==> config.mk <==
export PLATFORM = sky130hd
export DESIGN_NAME = radix4_booth_result_buffer_flat
export DESIGN_NICKNAME = d
export VERILOG_FILES = /design/src/rtl/radix4_booth_result_buffer_if.sv /design/src/rtl/radix4_booth_result_buffer.sv /design/src/flat_wrapper.sv
export SDC_FILE = /design/constraint.sdc
export NUM_CORES = 1
export LEC_CHECK = 0
export ABC_AREA = 1
export BUFFER_PORTS_ARGS = -buffer_cell sky130_fd_sc_hd__clkbuf_2
export CAP_MARGIN = 30
export CORE_ASPECT_RATIO = 0.9
export CORE_MARGIN = 4
export CORE_UTILIZATION = 39
export DETAILED_ROUTE_END_ITERATION = 6
export HOLD_SLACK_MARGIN = 0.06
export PLACE_DENSITY_LB_ADDON = 0.1
export SLEW_MARGIN = 20
export SYNTH_ARGS = -nofsm -noshare
export SYNTH_HDL_FRONTEND = slang
export SYNTH_SLANG_ARGS = --single-unit
==> constraint.sdc <==
create_clock -name clk -period 2.5 [get_ports clk]
set_input_delay 0.125 -clock clk [delete_from_list [all_inputs] [get_ports clk]]
set_output_delay 0.125 -clock clk [all_outputs]
set_load 0.02 [all_outputs]
==> src/rtl/radix4_booth_result_buffer_if.sv <==
// Bundles the multiplier-result capture inputs and the consumer valid/ready side of the result buffer.
// With RADIX4_BOOTH_RESULT_DROP_CNT_EN defined the interface also carries the 16-bit drop counter.
interface radix4_booth_result_buffer_if #(
    parameter int WIDTH = 8,
    parameter int DEPTH = 4
);
    localparam int CW = $clog2(DEPTH + 1);

    logic                 mult_done;
    logic [2*WIDTH-1:0]   mult_result;
    logic                 out_valid;
    logic                 out_ready;
    logic [2*WIDTH-1:0]   out_data;
    logic [CW-1:0]        count;
    logic                 full;
    logic                 empty;
    logic                 overflow;
`ifdef RADIX4_BOOTH_RESULT_DROP_CNT_EN
    logic [15:0]          drop_cnt;

    modport master (
        output mult_done, mult_result, out_ready,
        input  out_valid, out_data, count, full, empty, overflow, drop_cnt
    );
    modport slave (
        input  mult_done, mult_result, out_ready,
        output out_valid, out_data, count, full, empty, overflow, drop_cnt
    );
`else
    modport master (
        output mult_done, mult_result, out_ready,
        input  out_valid, out_data, count, full, empty, overflow
    );
    modport slave (
        input  mult_done, mult_result, out_ready,
        output out_valid, out_data, count, full, empty, overflow
    );
`endif
endinterface

==> src/rtl/radix4_booth_result_buffer.sv <==
// Captures one product per Booth multiplication (rising edge of done) into a DEPTH-entry FIFO drained by valid/ready.
// Optional macro RADIX4_BOOTH_RESULT_DROP_CNT_EN adds a saturating 16-bit drop counter that backs the overflow flag.
module radix4_booth_result_buffer #(
    parameter int WIDTH       = 8,
    parameter int DEPTH       = 4,
    parameter bit CHECK_PARAM = 1
) (
    input  logic clk,
    input  logic rst_n,
    input  logic flush,
    radix4_booth_result_buffer_if.slave bus
);
    localparam int PW = ($clog2(DEPTH) > 0) ? $clog2(DEPTH) : 1;
    localparam int CW = $clog2(DEPTH + 1);
    localparam logic [PW-1:0] LAST_PTR = PW'(DEPTH - 1);
    localparam logic [CW-1:0] FULL_CNT = CW'(DEPTH);

    generate
        if (CHECK_PARAM) begin : g_check
            if (WIDTH == 0 || DEPTH < 2) begin : g_bad
                $fatal(1, "radix4_booth_result_buffer: WIDTH must be > 0 and DEPTH >= 2");
            end
        end
    endgenerate

    logic [2*WIDTH-1:0] mem [DEPTH];
    logic [PW-1:0]      wr_ptr;
    logic [PW-1:0]      rd_ptr;
    logic [CW-1:0]      count_q;
    logic               done_q;
    logic               capture_pending;
    logic               done_rise;
    logic               is_empty;
    logic               is_full;
    logic               pop;
    logic               push_ok;
    logic               drop;

    function automatic logic [PW-1:0] next_ptr(input logic [PW-1:0] p);
        return (p == LAST_PTR) ? '0 : p + 1'b1;
    endfunction

    assign done_rise = bus.mult_done & ~done_q;
    assign is_empty  = (count_q == '0);
    assign is_full   = (count_q == FULL_CNT);
    assign pop       = ~is_empty & bus.out_ready;
    // A full FIFO still accepts the product when the head is leaving in the same cycle.
    assign push_ok   = capture_pending & (~is_full | pop);
    assign drop      = capture_pending & is_full & ~pop;

    assign bus.out_valid = ~is_empty;
    assign bus.out_data  = is_empty ? '0 : mem[rd_ptr];
    assign bus.count     = count_q;
    assign bus.full      = is_full;
    assign bus.empty     = is_empty;

    always_ff @(posedge clk) begin
        if (push_ok && !flush) begin
            mem[wr_ptr] <= bus.mult_result;
        end
    end

`ifdef RADIX4_BOOTH_RESULT_DROP_CNT_EN
    logic [15:0] drop_cnt_q;

    assign bus.drop_cnt = drop_cnt_q;
    assign bus.overflow = (drop_cnt_q != 16'h0000);

    always_ff @(posedge clk or negedge rst_n) begin
        if (!rst_n) begin
            drop_cnt_q <= '0;
        end else if (flush) begin
            drop_cnt_q <= '0;
        end else if (drop && drop_cnt_q != 16'hFFFF) begin
            drop_cnt_q <= drop_cnt_q + 16'd1;
        end
    end
`else
    logic overflow_q;

    assign bus.overflow = overflow_q;

    always_ff @(posedge clk or negedge rst_n) begin
        if (!rst_n) begin
            overflow_q <= 1'b0;
        end else if (flush) begin
            overflow_q <= 1'b0;
        end else if (drop) begin
            overflow_q <= 1'b1;
        end
    end
`endif

    // mult_result becomes valid one cycle after the done edge, hence the pending stage.
    always_ff @(posedge clk or negedge rst_n) begin
        if (!rst_n) begin
            wr_ptr          <= '0;
            rd_ptr          <= '0;
            count_q         <= '0;
            done_q          <= 1'b0;
            capture_pending <= 1'b0;
        end else if (flush) begin
            wr_ptr          <= '0;
            rd_ptr          <= '0;
            count_q         <= '0;
            done_q          <= 1'b0;
            capture_pending <= 1'b0;
        end else begin
            done_q          <= bus.mult_done;
            capture_pending <= done_rise;
            if (push_ok) begin
                wr_ptr <= next_ptr(wr_ptr);
            end
            if (pop) begin
                rd_ptr <= next_ptr(rd_ptr);
            end
            case ({push_ok, pop})
                2'b10:   count_q <= count_q + 1'b1;
                2'b01:   count_q <= count_q - 1'b1;
                default: count_q <= count_q;
            endcase
        end
    end
endmodule

==> src/flat_wrapper.sv <==
// flat-port wrapper written by rule: the top's interface ports become plain ports
module radix4_booth_result_buffer_flat 
#(
    parameter int WIDTH       = 8,
    parameter int DEPTH       = 4,
    parameter bit CHECK_PARAM = 1
)
  (clk, rst_n, flush, bus_mult_done, bus_mult_result, bus_out_ready, bus_out_valid, bus_out_data, bus_count, bus_full, bus_empty, bus_overflow);
  radix4_booth_result_buffer_if #(.WIDTH(WIDTH), .DEPTH(DEPTH)) bus_i ();
  input  logic clk;
  input  logic rst_n;
  input  logic flush;
  input wire logic [$bits(bus_i.mult_done)-1:0] bus_mult_done;
  input wire logic [$bits(bus_i.mult_result)-1:0] bus_mult_result;
  input wire logic [$bits(bus_i.out_ready)-1:0] bus_out_ready;
  output wire logic [$bits(bus_i.out_valid)-1:0] bus_out_valid;
  output wire logic [$bits(bus_i.out_data)-1:0] bus_out_data;
  output wire logic [$bits(bus_i.count)-1:0] bus_count;
  output wire logic [$bits(bus_i.full)-1:0] bus_full;
  output wire logic [$bits(bus_i.empty)-1:0] bus_empty;
  output wire logic [$bits(bus_i.overflow)-1:0] bus_overflow;
  assign bus_i.mult_done = bus_mult_done;
  assign bus_i.mult_result = bus_mult_result;
  assign bus_i.out_ready = bus_out_ready;
  assign bus_out_valid = bus_i.out_valid;
  assign bus_out_data = bus_i.out_data;
  assign bus_count = bus_i.count;
  assign bus_full = bus_i.full;
  assign bus_empty = bus_i.empty;
  assign bus_overflow = bus_i.overflow;
  radix4_booth_result_buffer #(.WIDTH(WIDTH), .DEPTH(DEPTH), .CHECK_PARAM(CHECK_PARAM)) u_core (.clk(clk), .rst_n(rst_n), .flush(flush), .bus(bus_i));
endmodule
==> results of run 1 <==
-- power groups by stage --
stage / clock network (mW) / logic (mW) / registers (mW)
final: 0.998 / 1.22 / 1.45
after global placement: 0 / 1.21 / 1.48
after detailed placement: 0 / 1.21 / 1.48
after CTS: 1.03 / 1.24 / 1.46
after floorplan: 0 / 0.833 / 1.49
after global routing: 1.10 / 1.35 / 1.46
-- timing repair --
item,CTS,global route
hold buffers,20,0
hold endpoints to repair,76,0
endpoints found under the setup margin,0,0
-- cells by family (layout without fill, tap and decap cells) --
family | count (synthesis) | in the layout | share of synthesized area [%]
AO/OA/AOI/OAI | 58 | 58 | 9.884
buffers and inverters | 28 | 105 | 4.001
flip-flops | 74 | 74 | 69.47
AND/OR/NAND/NOR | 98 | 98 | 14.01
adder cells (fa/ha/maj) | 6 | 6 | 2.641
-- metrics by stage --
stage | std cells | utilization (%)
floorplan | 264 | -
detailed placement | 401 | 45.29
global route | 437 | 50.70
global placement | 401 | 45.29
finish | 437 | 50.70
CTS | 437 | 50.70
-- cell type report --
| type | instances | area [sq um] |
|---|---|---|
| repair buffers | 72 | 483.0 |
| fillers | 692 | 3775 |
| clock buffers | 9 | 123.9 |
| well taps | 96 | 120.1 |
| flip-flops and latches | 74 | 2172 |
| multi-input cells | 162 | 829.5 |
| clock inverters | 7 | 90.09 |
| inverters | 17 | 63.81 |
-- registers in the layout (all words and copies together) (netlist names) --
name,cells
u_core.bus.count,3
u_core.bus.overflow,1
u_core.capture_pending,1
u_core.done_q,1
u_core.mem,64
u_core.rd_ptr,2
u_core.wr_ptr,2
-- how the worst max path moves through the flow --
stage	end	from	cells past startpoint
5_1_grt	bus_out_data[4]	u_core.rd_ptr[1]	5
3_5_place_dp	u_core.bus.count[2]	u_core.bus.count[0]	12
3_3_place_gp	u_core.bus.count[2]	u_core.bus.count[0]	12
6_report	bus_out_data[3]	u_core.rd_ptr[1]	5
4_1_cts	bus_out_data[13]	u_core.rd_ptr[1]	5
2_1_floorplan	u_core.mem[0][0]	u_core.bus.count[0]	4
-- cell usage in the layout, fill, tap and decap left out --
cell           count
nor2_1            73
edfxtp_1          64
clkbuf_2          43
o21ai_0           30
dlygate4sd3_1     20
a21oi_1           16
inv_1             11
dfrtp_1           10
nand2_1            9
clkbuf_8           9
buf_4              9
o21ai_1            6
inv_2              5
nand3_1            5
ha_1               5
clkinv_1           3
o21ai_2            3
nor3_1             2
inv_6              2
bufinv_16          2
nor2_4             1
nand2_2            1
nand3_4            1
nand3_2            1
a21oi_2            1
o22ai_1            1
or2_2              1
nand2_4            1
nor2_2             1
nor2_8             1
o21a_1             1
nand4_1            1
fa_1               1
clkinv_2           1
-- routing by layer --
metal  up-vias  wire, um
met3        11       339
li1       1052         -
met5         -         0
met2        39      3000
met1       954      3004
met4         0        89
==> results.sh, run 1 <==
export IMPL_final_area_sq_um=3882
export IMPL_timing_rr_start="u_core.bus.count[0]"
export IMPL_total_power_mw=3.667
export IMPL_clock_sinks=74
export IMPL_finalCriticalPeriod_ns=1.972
export IMPL_critPathArrivalTime_ns=1.85
export IMPL_grt_pass1_vias=2092
export IMPL_crit_family="flip-flops"
export IMPL_worst_slack_ns=0.5282
export IMPL_hold_ws_ns=0.1799
export IMPL_pwr_density_cell_nw_per_um2=944.5
export IMPL_yosysWarningCount=0
export IMPL_std_cell_rows=30
export IMPL_finalWeightedCongestion=0.7962
export IMPL_yosysMostFrequentCell="nor2_1"
export IMPL_grt_overflow_total=0
export IMPL_worstSetupStartpointType="register"
export IMPL_peakVddDrop_v=0.0004229
export IMPL_crit_fanout=17
export IMPL_cts_resized=0
export IMPL_dieWidth_um=102.4
export IMPL_synthTopCellsByArea="edfxtp_1 61%, nor2_1 8.8%, dfrtp_1 8.0%"
export IMPL_power_frac_seq_pct=39.6
export IMPL_fin_crit_sh_pct=78.87
export IMPL_required_ns=2.38
export IMPL_hp_class="in2async"
export IMPL_use_met2_pct=23.43
export IMPL_die_h_um=92.95
export IMPL_clock_fmax_mhz=507.1
export IMPL_internal_power_mw=2.331
export IMPL_netlist_area_sq_um=3127
export IMPL_r2r_setup_slack_ns=0.60
export IMPL_post_cts_buffers=0
export IMPL_slew_headroom_pct=66.50
export IMPL_die_area_sq_um=9516
export IMPL_area_growth_pct=24.17
export IMPL_htreeDepth=3
export IMPL_status="completed"
export IMPL_drt_iter0_drc=80
export IMPL_yosys_area_top_type="edfxtp_1"
export IMPL_drc=0
export IMPL_rr_worst_depth=12
export IMPL_grt_start_max_net_pins=35
export IMPL_antennaDiodeCount=0
export IMPL_critPathSlowestCell="dfrtp_1"
export IMPL_use_met3_pct=5.196
export IMPL_fin_worst_skew_ns=0.008186
export IMPL_p_comb_share_pct=33.1
export IMPL_hold_viol=0
export IMPL_setup_viol_count_final=0
export IMPL_ys_async_sr_fraction_pct=13.51
export IMPL_grt_busiest_layer="met2"
export IMPL_ys_flop_type="edfxtp_1"
export IMPL_drive_gt1_share_pct=24.34
export IMPL_dp_slack_ns=0.6088
export IMPL_tightestPinTransition_ns=0.5017
export IMPL_post_dp_cell_area_sq_um=3468
export IMPL_setup_tns_final_ns=0
export IMPL_via_per_inst=4.705
export IMPL_ctsRootBufferMaster="clkbuf_8"
export IMPL_synth_top_cell_area_share_pct=61.46
export IMPL_placement_io_buffers=43
export IMPL_start_util_pct=40.83
export IMPL_wl_per_cell_um=14.72
export IMPL_vias=2056
export IMPL_max_cap_viol_count=0
export IMPL_clk_pin_slew_ns=0.08
export IMPL_cts_buffers=9
export IMPL_crit_type="reg2out"
export IMPL_use_met1_pct=19.63
export IMPL_synth_cell_type_count=31
export IMPL_drtAntennaViolNets=0
export IMPL_p_sw_mw=1.336
export IMPL_core_area_sq_um=7657
export IMPL_worst_path_buf_inv=2
export IMPL_first_pass_iters=4
export IMPL_rsz0062_at_grt="no"
export IMPL_sw_frac_of_total_pct=36.45
export IMPL_crit_chain="inv_2 > nor2_1 > o21ai_0 > a21oi_1 > clkbuf_2"
export IMPL_grt_antenna_before_repair=0
export IMPL_finalMaxSlewViolations=0
export IMPL_fin_nets=363
export IMPL_cts_tree="done"
export IMPL_cp_slowest_stage_delay_ns=0.59
export IMPL_ys_ff_latch=74
export IMPL_synth_edff_count=64
export IMPL_dp_hpwl_mm=3.931
export IMPL_routed_wirelength_mm=6.433
export IMPL_io_pins=44
export IMPL_p_clk_share_pct=27.2
export IMPL_p_leak_nw=1.526
export IMPL_syn_avg_cell_area_sq_um=11.84
export IMPL_cp_end_kind="output port"
export IMPL_clock_latency_ns=0.34
export IMPL_synth_nets=291
export IMPL_synth_cells=264
export IMPL_yosysSeqAreaShare_pct=69.47
export IMPL_r2r_end="u_core.bus.count[2]"
export IMPL_synth_common_cells="73 x nor2_1, 64 x edfxtp_1, 30 x o21ai_0, 16 x a21oi_1, 11 x inv_1"
export IMPL_cts_buffer_depth=2
export IMPL_grt_pass1_wl_mm=10.62
export IMPL_grt_total_usage_pct=14.95
(Power assumes the default switching activity.)
==> run 2: changes to the inputs <==
==> constraint.sdc (replaced) <==
create_clock -name clk -period 1.8 [get_ports clk]
set_input_delay 0.09 -clock clk [delete_from_list [all_inputs] [get_ports clk]]
set_output_delay 0.09 -clock clk [all_outputs]
set_load 0.02 [all_outputs]
==> run 2 against run 1 <==
Final cell count grew 2.5%. Critical path type is now reg2reg. Design area rose by 2.2%. Wire length is 0.40% higher. Largest cell class unchanged. Total power grew 37%. Die area unchanged. Worst hold slack lost 0.026 ns. Critical path depth increased by 7. Combinational power increased by 57%. Utilization is 1.1 points higher. Critical endpoint is now u_core.bus.count[2]. Sequential share of layout area is 1.1 points lower.
==> results.sh, run 2 (synthesis results as in run 1) <==
export IMPL_core_area_sq_um=7657
export IMPL_status="completed"
export IMPL_nFillCells=698
export IMPL_finalCriticalPeriod_ns=1.742
export IMPL_finalWeightedCongestion=0.7985
export IMPL_slew_headroom_pct=82.56
export IMPL_dp_hpwl_mm=4.199
export IMPL_worst_slack_ns=0.05755
export IMPL_drt_iter0_drc=103
export IMPL_critPathArrivalTime_ns=2.01
export IMPL_dieWidth_um=102.4
export IMPL_worst_path_most_repeated_cell="inv_1"
export IMPL_rr_worst_depth=12
export IMPL_die_h_um=92.95
export IMPL_hp_class="in2async"
export IMPL_routed_wirelength_mm=6.459
export IMPL_io_pins=44
export IMPL_cts_buffers=9
export IMPL_pwr_density_cell_nw_per_um2=1267
export IMPL_area_growth_pct=26.89
export IMPL_worst_path_buf_inv=3
export IMPL_grt_antenna_before_repair=0
export IMPL_cp_slowest_stage_delay_ns=0.42
export IMPL_dp_slack_ns=0.03487
export IMPL_fin_nets=374
export IMPL_worstSetupStartpointType="register"
export IMPL_die_area_sq_um=9516
export IMPL_rsz0062_at_grt="yes"
export IMPL_hold_viol=0
export IMPL_cp_depth=12
export IMPL_max_cap_viol_count=0
export IMPL_start_util_pct=40.83
export IMPL_clk_pin_slew_ns=0.07
export IMPL_clock_sinks=74
export IMPL_clock_latency_ns=0.34
export IMPL_placement_io_buffers=43
export IMPL_fin_crit_sh_pct=96.80
export IMPL_fin_worst_skew_ns=0.008897
export IMPL_largest_reg_flops=64
export IMPL_finalMaxSlewViolations=0
export IMPL_p_leak_nw=1.551
export IMPL_setup_viol_count_final=0
export IMPL_final_common_cell="nor2_1"
export IMPL_crit_chain="nor2_4 > nand2_4 > nand3_4 > inv_2 > fa_2 > nand2_1 > inv_1 > nor2_2 > inv_1 > nand2_2 > nand3_2 > o21ai_2"
export IMPL_ctsRootBufferMaster="clkbuf_8"
export IMPL_crit_type="reg2reg"
export IMPL_layout_common_cells="72 x nor2_1, 64 x edfxtp_1, 42 x clkbuf_2"
export IMPL_peakVddDrop_v=0.0007155
export IMPL_tightestPinTransition_ns=0.2609
export IMPL_std_cell_rows=30
export IMPL_grt_total_usage_pct=14.49
export IMPL_crit_fanout=3
export IMPL_cts_tree="done"
export IMPL_r2r_end="u_core.bus.count[2]"
export IMPL_clock_fmax_mhz=573.9
export IMPL_r2r_setup_slack_ns=0.06
export IMPL_grt_overflow_total=0
export IMPL_required_ns=2.06
export IMPL_drtAntennaViolNets=0
export IMPL_drc=0
export IMPL_timing_rr_start="u_core.bus.count[0]"
export IMPL_wl_per_cell_um=14.42
export IMPL_crit_family="simple AND/OR/NAND/NOR gates"
export IMPL_drive_gt1_share_pct=28.69
export IMPL_largest_register="u_core.mem"
export IMPL_critPathSlowestCell="dfrtp_2"
export IMPL_vias=2091
export IMPL_htreeDepth=3
export IMPL_first_pass_iters=4
export IMPL_grt_start_max_net_pins=34
export IMPL_grt_pass1_wl_mm=10.27
export IMPL_antennaDiodeCount=0
export IMPL_setup_tns_final_ns=0
export IMPL_grt_pass1_vias=2048
export IMPL_cts_buffer_depth=2
export IMPL_via_per_inst=4.667
export IMPL_cp_end_kind="register"
run 2: cell types whose count changed in the layout (fill, tap and decap cells not counted), moves of 2 or more:
cell | previous run | this run
buf_4 | 9 | 18
buf_6 | 0 | 3
bufinv_16 | 2 | 0
clkbuf_1 | 0 | 4
clkinv_1 | 3 | 1
clkinvlp_4 | 0 | 2
dfrtp_1 | 10 | 6
dfrtp_2 | 0 | 4
inv_2 | 5 | 3
run 2: through the flow:
stage          hold slack, ns  instance area, sq um  cells  utilization (%)  power [mW]
2_1_floorplan         -0.2056                  3134    264                -       3.244
3_3_place_gp         -0.02606                  3543    410            46.27       3.843
3_5_place_dp         -0.02871                  3543    410            46.27       3.849
4_1_cts                0.1345                  3918    446            51.16       5.011
5_1_grt                0.1803                  3968    448            51.81       5.364
6_report               0.1541                  3968    448            51.81       5.028
run 2: worst max path at each step:
stage / end / startpoint / slack, ns
3_5_place_dp: u_core.bus.count[2] / u_core.bus.count[1] / 0.03
3_3_place_gp: u_core.bus.count[2] / u_core.bus.count[1] / 0.08
2_1_floorplan: u_core.mem[0][0] / u_core.bus.count[2] / -0.07
6_report: u_core.bus.count[2] / u_core.bus.count[0] / 0.06
5_1_grt: u_core.bus.count[2] / u_core.bus.count[0] / -0.07
4_1_cts: u_core.bus.count[2] / u_core.bus.count[1] / 0.02
run 2: final cells by class:
cell class                 count  area, sq um  share of cell area (%)
sequential                    74         2177                   54.87
timing repair buffer          83        579.3                   14.60
tap                           96        120.1                   3.027
clock buffer                  14        152.6                   3.847
multi-input combinational    162        847.1                   21.35
inverter                      17        76.32                   1.924
clock inverter                 2        15.01                  0.3784
run 2: worst register-to-register path, cell delays in order, from the launching register on:
cell and delay (ns):
dfrtp_2 0.42, nor2_4 0.17, nand2_4 0.08, nand3_4 0.07, inv_2 0.04, fa_2 0.35
nand2_1 0.06, inv_1 0.04, nor2_2 0.12, inv_1 0.06, nand2_2 0.06, nand3_2 0.08
o21ai_2 0.12
run 2: power breakdown:
part           internal [mW]  switching (mW)  leakage (nW)
logic                  0.675            1.25         0.770
clock network          0.540           0.559        0.0769
registers               1.94          0.0640         0.704
total                   3.16            1.87          1.55
run 2: repair_timing:
item | 4_1_cts | 5_1_grt
pin swaps | 0 | 7
setup endpoints to repair | 17 | 3
hold buffers | 20 | 0
buffers inserted | 0 | 2
resized for setup | 3 | 15
endpoints found under the hold margin | 77 | 0
run 2: metal layers:
metal / track usage, % / vias up / wire length (um)
li1: - / 1078 / -
met1: 19.59 / 967 / 3013
met2: 21.75 / 38 / 3069
met3: 5.196 / 8 / 295
met4: 4.590 / 0 / 80
met5: 0 / - / 0
==> run 3: changes to the inputs <==
--- a/config.mk
+++ b/config.mk
@@ -13,7 +13,7 @@
 export CORE_UTILIZATION = 39
 export DETAILED_ROUTE_END_ITERATION = 6
 export HOLD_SLACK_MARGIN = 0.06
-export PLACE_DENSITY_LB_ADDON = 0.1
+export PLACE_DENSITY_LB_ADDON = 0.12
 export SLEW_MARGIN = 20
 export SYNTH_ARGS = -nofsm -noshare
 export SYNTH_HDL_FRONTEND = slang
==> run 3 against run 2 <==
Sequential share of layout area decreased by 0.57 points. Final cell count decreased by 0.45%. Flip-flop and latch count unchanged. Sequential power about the same. Critical path depth unchanged. Register-to-register slack improved by 0.06 ns. Non-clock buffer count decreased by 2. Setup slack improved by 0.056 ns. First-iteration DRC count decreased by 17%. Total power increased by 4.7%. Critical endpoint unchanged. Largest cell class unchanged.
==> results.sh, run 3 (synthesis results as in run 1) <==
export IMPL_status="completed"
export IMPL_antennaDiodeCount=0
export IMPL_std_cell_rows=30
export IMPL_worst_path_buf_inv=3
export IMPL_start_util_pct=40.83
export IMPL_critPathArrivalTime_ns=1.95
export IMPL_slew_headroom_pct=72.62
export IMPL_grt_busiest_layer="met2"
export IMPL_crit_start="u_core.bus.count[1]"
export IMPL_vias=2123
export IMPL_area_growth_pct=28.21
export IMPL_critPathSlowestCell="dfrtp_2"
export IMPL_drt_iter0_drc=85
export IMPL_use_met1_pct=20.34
export IMPL_routed_wirelength_mm=6.410
export IMPL_worstSetupStartpointType="register"
export IMPL_first_pass_iters=4
export IMPL_use_met3_pct=2.937
export IMPL_grt_pass1_vias=2126
export IMPL_drive_gt1_share_pct=28.29
export IMPL_max_cap_viol_count=0
export IMPL_pwr_density_cell_nw_per_um2=1313
export IMPL_peakVddDrop_v=0.0006517
export IMPL_clock_latency_ns=0.33
export IMPL_finalWeightedCongestion=0.8086
export IMPL_final_common_cell="nor2_1"
export IMPL_largest_reg_flops=64
export IMPL_clock_sinks=74
export IMPL_critPathCapture="u_core.bus.count[2]"
export IMPL_grt_start_max_net_pins=21
export IMPL_cts_tree="done"
export IMPL_crit_chain="nor2_4 > nand2_4 > nand3_4 > inv_1 > fa_2 > nand2_1 > inv_1 > nor2_2 > inv_1 > nand2_1 > nand3_1 > o21ai_2"
export IMPL_grt_pass1_wl_mm=10.44
export IMPL_drc=0
export IMPL_grt_antenna_before_repair=0
export IMPL_htreeDepth=3
export IMPL_via_per_inst=4.760
export IMPL_tightestPinTransition_ns=0.4100
export IMPL_largest_register="u_core.mem"
export IMPL_placement_io_buffers=43
export IMPL_fin_nets=372
export IMPL_dp_slack_ns=-0.01325
export IMPL_r2r_setup_slack_ns=0.11
export IMPL_cp_slowest_stage_delay_ns=0.43
export IMPL_p_leak_nw=1.577
export IMPL_dieWidth_um=102.4
export IMPL_rr_worst_depth=12
export IMPL_timing_rr_start="u_core.bus.count[1]"
export IMPL_die_h_um=92.95
export IMPL_drtAntennaViolNets=0
export IMPL_worst_path_most_repeated_cell="inv_1"
export IMPL_cp_end_kind="register"
export IMPL_core_area_sq_um=7657
export IMPL_rsz0062_at_grt="yes"
export IMPL_required_ns=2.06
export IMPL_clock_fmax_mhz=593.1
export IMPL_setup_tns_final_ns=0
export IMPL_fin_worst_skew_ns=0.008290
export IMPL_grt_total_usage_pct=14.62
export IMPL_crit_fanout=4
export IMPL_ctsRootBufferMaster="clkbuf_8"
export IMPL_worst_slack_ns=0.1140
export IMPL_layout_common_cells="72 x nor2_1, 64 x edfxtp_1, 42 x clkbuf_2"
export IMPL_r2r_end="u_core.bus.count[2]"
export IMPL_io_pins=44
export IMPL_hold_viol=0
export IMPL_crit_type="reg2reg"
export IMPL_cp_depth=12
export IMPL_wl_per_cell_um=14.37
export IMPL_clk_pin_slew_ns=0.08
export IMPL_nFillCells=674
export IMPL_hp_class="in2async"
export IMPL_dp_hpwl_mm=4.201
export IMPL_die_area_sq_um=9516
export IMPL_post_route_util_pct=52.35
export IMPL_cts_buffer_depth=2
export IMPL_fin_crit_sh_pct=93.67
export IMPL_use_met2_pct=22.67
export IMPL_finalMaxSlewViolations=0
export IMPL_crit_family="simple AND/OR/NAND/NOR gates"
export IMPL_grt_overflow_total=0
export IMPL_setup_viol_count_final=0
export IMPL_cts_buffers=9
export IMPL_finalCriticalPeriod_ns=1.686
==> run 3: worst min-delay path by stage <==
| stage | depth (start not counted) | startpoint | slack, ns | end |
|---|---|---|---|---|
| 2_1_floorplan | 0 | rst_n | -0.21 | u_core.bus.count[0] |
| 3_3_place_gp | 1 | rst_n | -0.03 | u_core.done_q |
| 3_5_place_dp | 1 | rst_n | -0.02 | u_core.done_q |
| 4_1_cts | 2 | rst_n | 0.16 | u_core.rd_ptr[0] |
| 5_1_grt | 2 | rst_n | 0.18 | u_core.bus.count[2] |
| 6_report | 2 | rst_n | 0.16 | u_core.rd_ptr[1] |
==> run 3: stage by stage <==
stage | total power, mW | hold slack [ns] | area, sq um | instances
4_1_cts | 5.281 | 0.1570 | 3980 | 445
3_3_place_gp | 3.830 | -0.02638 | 3553 | 408
3_5_place_dp | 3.851 | -0.02481 | 3553 | 408
6_report | 5.264 | 0.1599 | 4009 | 446
2_1_floorplan | 3.244 | -0.2056 | 3134 | 264
5_1_grt | 5.603 | 0.1761 | 4009 | 446
==> run 3: final cells by class <==
type | count | area (sq um) | share of cell area, %
sequential | 74 | 2177 | 54.31
timing repair buffer | 81 | 585.6 | 14.61
clock inverter | 6 | 90.09 | 2.247
multi-input combinational | 162 | 839.6 | 20.94
clock buffer | 10 | 127.6 | 3.184
inverter | 17 | 68.82 | 1.717
tap | 96 | 120.1 | 2.996
==> run 3: report_power, final <==
part	switching, mW	leakage (nW)	internal, mW
clock network	0.600	0.107	0.786
registers	0.0556	0.704	1.94
logic	1.22	0.766	0.658
total	1.88	1.58	3.38
==> run 3: repair_timing <==
action	CTS	global route
hold endpoints to repair	76	0
hold buffers	20	0
pin swaps	1	2
endpoints found under the setup margin	9	11
setup buffers	1	1
gates resized for setup	1	10
==> run 3: routing by layer <==
metal	routed length (um)	vias up
met3	196	4
li1	-	1074
met1	3108	1013
met2	3056	32
met4	48	0
met5	0	-
